--- src/rtl/demux_pkg.sv ---
//------------------------------------------------------------------------------
// Module   : demux_pkg
// Purpose  : Shared types and constants for the demux1x8_deser block:
//            FSM state type, default lane count, and lane ordering
//            (start lane / last lane) for LSB-first or MSB-first assembly.
// Config   : DEMUX_MSB_FIRST_EN - when defined, lanes fill from WIDTH-1
//            down to 0; otherwise from 0 up to WIDTH-1.
// Revision : 1.0 - initial release
//------------------------------------------------------------------------------
`default_nettype none

package demux_pkg;

  typedef enum logic [1:0] {
    IDLE = 2'd0,
    FILL = 2'd1,
    HOLD = 2'd2
  } state_t;

  localparam int c_WIDTH_DEF = 8;

`ifdef DEMUX_MSB_FIRST_EN
  localparam bit c_MSB_FIRST = 1'b1;
`else
  localparam bit c_MSB_FIRST = 1'b0;
`endif

  // Lane written by the first bit of a word.
  function automatic int lane_start(input int width);
    return c_MSB_FIRST ? (width - 1) : 0;
  endfunction

  // Lane written by the final bit of a word.
  function automatic int lane_last(input int width);
    return c_MSB_FIRST ? 0 : (width - 1);
  endfunction

  localparam int c_LANE_START = lane_start(c_WIDTH_DEF);
  localparam int c_LANE_LAST  = lane_last(c_WIDTH_DEF);

endpackage

`default_nettype wire

--- src/rtl/demux_sel_cnt.sv ---
//------------------------------------------------------------------------------
// Module   : demux_sel_cnt
// Purpose  : Lane counter for the deserializer. Holds the index of the lane
//            the next accepted bit is written to. Saturates at the last lane
//            (never wraps); the owner reloads it to the start lane.
// Ports    : clk  - clock, rising edge
//            rst  - asynchronous active-high reset (sel -> start lane)
//            load - reload sel with the start lane (priority over step)
//            step - advance sel by one lane toward the last lane
//            sel  - current lane index (registered)
//            last - sel is at the last lane
// Config   : DEMUX_MSB_FIRST_EN selects counting direction (via demux_pkg).
// Revision : 1.0 - initial release
//------------------------------------------------------------------------------
`default_nettype none

module demux_sel_cnt
  import demux_pkg::*;
#(
  parameter int WIDTH = c_WIDTH_DEF,
  parameter int SEL_W = $clog2(WIDTH)
) (
  input  logic             clk,
  input  logic             rst,
  input  logic             load,
  input  logic             step,
  output logic [SEL_W-1:0] sel,
  output logic             last
);

  localparam logic [SEL_W-1:0] c_START = SEL_W'(lane_start(WIDTH));
  localparam logic [SEL_W-1:0] c_LAST  = SEL_W'(lane_last(WIDTH));
  localparam logic [SEL_W-1:0] c_ONE   = SEL_W'(1);

  logic [SEL_W-1:0] r_sel;
  logic [SEL_W-1:0] w_next;

  assign w_next = c_MSB_FIRST ? (r_sel - c_ONE) : (r_sel + c_ONE);

  always_ff @(posedge clk or posedge rst) begin
    if (rst) begin
      r_sel <= c_START;
    end else if (load) begin
      r_sel <= c_START;
    end else if (step && !last) begin
      // Stepping on the last lane is ignored so the index never wraps.
      r_sel <= w_next;
    end
  end

  assign sel  = r_sel;
  assign last = (r_sel == c_LAST);

endmodule

`default_nettype wire

--- src/rtl/demux1x8_deser.sv ---
//------------------------------------------------------------------------------
// Module   : demux1x8_deser
// Purpose  : Serial-to-parallel 1:WIDTH demultiplexer. Each accepted serial
//            bit is written to lane dout[sel]; after the last lane the word
//            is held with dout_valid until downstream takes it.
// Ports    : clk        - clock, rising edge
//            rst        - asynchronous active-high reset
//            din        - serial data bit
//            din_valid  - din is valid
//            din_ready  - block accepts a bit this cycle (state decoded)
//            dout       - assembled word (registered)
//            dout_valid - dout holds a complete word (registered)
//            dout_ready - downstream consumes the word
//            sel        - lane the next accepted bit goes to (registered)
// Config   : DEMUX_MSB_FIRST_EN - fill lanes MSB-first instead of LSB-first.
// Revision : 1.0 - initial release
//------------------------------------------------------------------------------
`default_nettype none

module demux1x8_deser
  import demux_pkg::*;
#(
  parameter int WIDTH = c_WIDTH_DEF,
  parameter int SEL_W = $clog2(WIDTH)
) (
  input  logic             clk,
  input  logic             rst,
  input  logic             din,
  input  logic             din_valid,
  output logic             din_ready,
  output logic [WIDTH-1:0] dout,
  output logic             dout_valid,
  input  logic             dout_ready,
  output logic [SEL_W-1:0] sel
);

  state_t           r_state;
  logic             w_accept;
  logic             w_load;
  logic             w_last;
  logic [WIDTH-1:0] w_lane_we;

  // Ready depends only on state, so there is no path from din_valid.
  assign din_ready = (r_state != HOLD);
  assign w_accept  = din_valid && din_ready;
  assign w_load    = (r_state == HOLD) && dout_ready;

  demux_sel_cnt #(
    .WIDTH (WIDTH),
    .SEL_W (SEL_W)
  ) u_sel_cnt (
    .clk  (clk),
    .rst  (rst),
    .load (w_load),
    .step (w_accept),
    .sel  (sel),
    .last (w_last)
  );

  generate
    for (genvar i = 0; i < WIDTH; i++) begin : g_lane
      assign w_lane_we[i] = w_accept && (sel == SEL_W'(i));
    end
  endgenerate

  always_ff @(posedge clk or posedge rst) begin
    if (rst) begin
      r_state    <= IDLE;
      dout       <= '0;
      dout_valid <= 1'b0;
    end else begin
      // Only the addressed lane changes; other lanes keep their old bits.
      dout <= (dout & ~w_lane_we) | ({WIDTH{din}} & w_lane_we);

      case (r_state)
        IDLE: begin
          if (w_accept) begin
            r_state <= FILL;
          end
        end
        FILL: begin
          if (w_accept && w_last) begin
            r_state    <= HOLD;
            dout_valid <= 1'b1;
          end
        end
        HOLD: begin
          if (dout_ready) begin
            r_state    <= IDLE;
            dout_valid <= 1'b0;
          end
        end
        default: begin
          r_state    <= IDLE;
          dout_valid <= 1'b0;
        end
      endcase
    end
  end

endmodule

`default_nettype wire

--- config.mk ---
export PLATFORM = sky130hd
export DESIGN_NAME = demux1x8_deser
export DESIGN_NICKNAME = d
export VERILOG_FILES = /design/src/rtl/demux_pkg.sv /design/src/rtl/demux_sel_cnt.sv /design/src/rtl/demux1x8_deser.sv
export SDC_FILE = /design/constraint.sdc
export NUM_CORES = 1
export LEC_CHECK = 0
export BUFFER_PORTS_ARGS = -buffer_cell sky130_fd_sc_hd__clkbuf_2
export CORE_MARGIN = 5
export CORE_UTILIZATION = 51
export CTS_CLUSTER_SIZE = 10
export DETAILED_ROUTE_END_ITERATION = 10
export GPL_TIMING_DRIVEN = 0
export PLACE_DENSITY_LB_ADDON = 0.3
export SLEW_MARGIN = 15
export SYNTH_ARGS = -nofsm -noshare
export SYNTH_HDL_FRONTEND = slang
export SYNTH_SLANG_ARGS = --single-unit
--- constraint.sdc ---
create_clock -name clk -period 1.65 [get_ports clk]
set_input_delay 0.2475 -clock clk [delete_from_list [all_inputs] [get_ports clk]]
set_output_delay 0.2475 -clock clk [all_outputs]
set_load 0.005 [all_outputs]
==> key figures <==
Cells and area
  – Design Area, Final: 920 sq um
  – Commonest cells after routing, fill and taps aside: clkbuf_2 (16), dfrtp_1 (13), nand3_2 (5), mux2_4 (5), ha_1 (5)
  – Most common cell after layout, fill and taps aside: clkbuf_2
  – Fillers: 126
  – Number of inserted diodes: 0
  – Layout Cells excl Fill: 98
  – Fin nets: 95
  – Proportion of layout cells with a drive suffix above 1: 50.0%
  – Area Growth Syn to Fin: 19.9%

STA
  – Max Fclk: 652 MHz
  – RSZ-0062 raised after global routing: no
  – Final hold vios: 0
  – Slew of the pin with the lowest slew margin: 0.511 ns
  – Count of final setup violators: 0
  – TNS Setup: 0 ns
  – Period utilization: 93.0%
  – Max Slew Vio Count: 0
  – Relative slew margins: 65.9%
  – WHS: 0.293 ns
  – Minimum clock period: 1.53 ns
  – Final worst slack: 0.116 ns
  – Final Skew: 0.00217 ns

Power
  – LEAKAGE: 0.000462 uW
  – Power share of the sequential group: 43.8%
  – PwrDens: 1530 mW/mm^2
  – Sw frac: 32.3%
  – Clock share of power: 12.8%
  – Switching pwr: 453 uW
  – P_int: 951 uW
  – Logic pwr share: 43.4%
  – Worst VDD drop: 0.927 mV

Floorplan
  – Die area: 0.00238 sq mm
  – Die X: 48.8 um
  – Placeable Area: 0.00147 sq mm
  – Starting density of the core: 52.1%
  – Die height: 48.8 um
  – Rows: 14
  – Io pins: 18

Logic synthesis
  – Register bit total from synthesis: 14
  – Distinct cells, synth: 20
  – Mapped Nets: 71
  – Main synth FF type: dfrtp_1
  – Syn_area_per_cell: 12.8 sq um
  – Synth async-reset ratio: 100%
  – Syn Std Cell Area: 767 sq um
  – Yosys warns: 0
  – Post-Syn Instances: 60
  – EDFF count, synth: 0
  – Sequential share of the synthesized area: 45.7%

Critical path
  – Crit-path max cell delay: 0.44 ns
  – Critical Path RT: 1.81 ns
  – WS Path Type: reg -> reg
  – Startpoint types: flip-flop
  – Worst path bufs/invs: 0
  – Worst EP arrival: 1.69 ns
  – Critical path cell sequence: ha_1 > ha_2 > and2b_2 > mux2i_2 > a32o_1
  – Slowest CP cell: dfrtp_2
  – Critical path capture point type: flip-flop
  – Worst Path Max Fanout: 5
  – CP delay by family, top: flip-flops

Placement
  – Dpl cells: 92
  – Dpl hpwl: 978 um
  – Gpl congestion: 0.679
  – IO Port Bufs: 16
  – Post-Place Setup Slack: 0.0128 ns
  – Placed instance area: 867 sq um

Clocking
  – Insertion delay to the later sink of the worst-skew pair: 0.27 ns
  – Clk sink count: 14
  – Num CTS Buffers: 3
  – Clock buffer depth: 2
  – CTS tree: done
  – Clk root buf: clkbuf_4
  – H-tree depth: 1
  – Clock-pin slew on the worst setup and hold paths: 0.07 ns

Outcome
  – Status: finished, final reports clean

Global routing
  – Initial antenna violation count: 0
  – First-pass GRT wire length: 2.27 mm
  – Largest net degree at the start of global routing: 15
  – Gr ovfl total: 0
  – GRT Overall Usage: 11.9%
  – Vias in the first global route: 516

Run
  – Maximum capacitance violations: 0

Routing
  – First drt pass iteration count: 4
  – Via count: 508
  – Post-DR wirelength/cell: 12.7 um
  – Antenna viol nets, final: 0
  – Routed WL: 1.24 mm
  – Drt drc: 0
  – DRT iter0 DRCs: 5
  – Vias per inst: 5.18

Worst hold path
  – Worst min-delay path class: in -> reg
## worst paths after layout
| kind | start | to | slack [ns] | depth (start not counted) |
|---|---|---|---|---|
| max in group asynchronous | rst | u_sel_cnt.sel[1]$_DFFE_PP0P_ | 0.75 | 3 |
| min in group asynchronous | rst | asynchronous set/reset pin | 0.53 | 3 |
| worst max register to register | u_sel_cnt.sel[1]$_DFFE_PP0P_ | u_sel_cnt.sel[1]$_DFFE_PP0P_ | 0.12 | 5 |
| worst min register to register | flip-flop | flip-flop | 0.50 | 1 |
| worst max-delay path | u_sel_cnt.sel[1]$_DFFE_PP0P_ | u_sel_cnt.sel[1]$_DFFE_PP0P_ | 0.12 | 5 |
| worst min-delay path | dout_ready | dout_valid$_DFFE_PP0P_ | 0.29 | 4 |
## power by group through the flow
stage | Clock, uW | Combinational (uW) | Sequential (uW)
after floorplan | 0 | 361 | 627
after global placement | 0 | 561 | 621
after detailed placement | 0 | 584 | 626
after CTS | 190 | 587 | 620
after global routing | 211 | 679 | 645
final | 179 | 610 | 615
## synthesized netlist by cell type (2+ instances only)
| library cell | instances | area, sq um |
|---|---|---|
| nand2_1 | 3 | 11.3 |
| and2b_1 | 2 | 15.0 |
| inv_1 | 4 | 15.0 |
| dfrtp_1 | 14 | 350 |
| nor2_1 | 2 | 7.51 |
| mux2_2 | 3 | 33.8 |
| ha_1 | 6 | 75.1 |
| nand4_1 | 3 | 18.8 |
| nand3_2 | 5 | 50.1 |
| mux2_4 | 5 | 75.1 |
| nand3_1 | 2 | 10.0 |
| o21ai_0 | 3 | 15.0 |
## cell type report
type	instances	area [sq um]	share of cell area (%)
clock buffer	3	22.5	2.45
inverter	4	15.0	1.63
timing repair buffer	19	105	11.4
buffer	2	27.5	2.99
sequential	14	352	38.2
tap	16	20.0	2.18
multi-input combinational	40	378	41.1
## worst reg2reg max path: stages (launching register included)
cell	delay (ns)
dfrtp_2	0.44
ha_1	0.21
ha_2	0.20
and2b_2	0.26
mux2i_2	0.10
a32o_1	0.21
## cells by family (layout without fill, tap and decap cells)
family	after synthesis	count (layout)	synth area share [%]
and+or+nand+nor	18	18	16.5
DFF	14	14	45.7
muxes	9	9	16.0
AOI/OAI and AO/OA	7	7	6.53
adders and majority gates	6	6	9.79
buffers and inverters	6	28	5.55
## layer usage
layer	routed length, um	track usage [%]
met5	0	0
met4	0	2.69
met3	91	5.20
met2	611	18.3
met1	541	15.4
## what timing repair did
action / CTS / global route
hold buffers: 1 / 0
hold endpoints to repair: 14 / 0
setup endpoints to repair: 0 / 3
resized for setup: 0 / 3
setup buffers: 0 / 2
## per-stage QoR
stage | power (uW) | utilization, %
after detailed placement | 1210 | 58.9
after CTS | 1400 | 61.1
after floorplan | 988 | -
after global routing | 1530 | 62.5
final | 1400 | 62.5
after global placement | 1180 | 58.9
(Power assumes the default switching activity.)
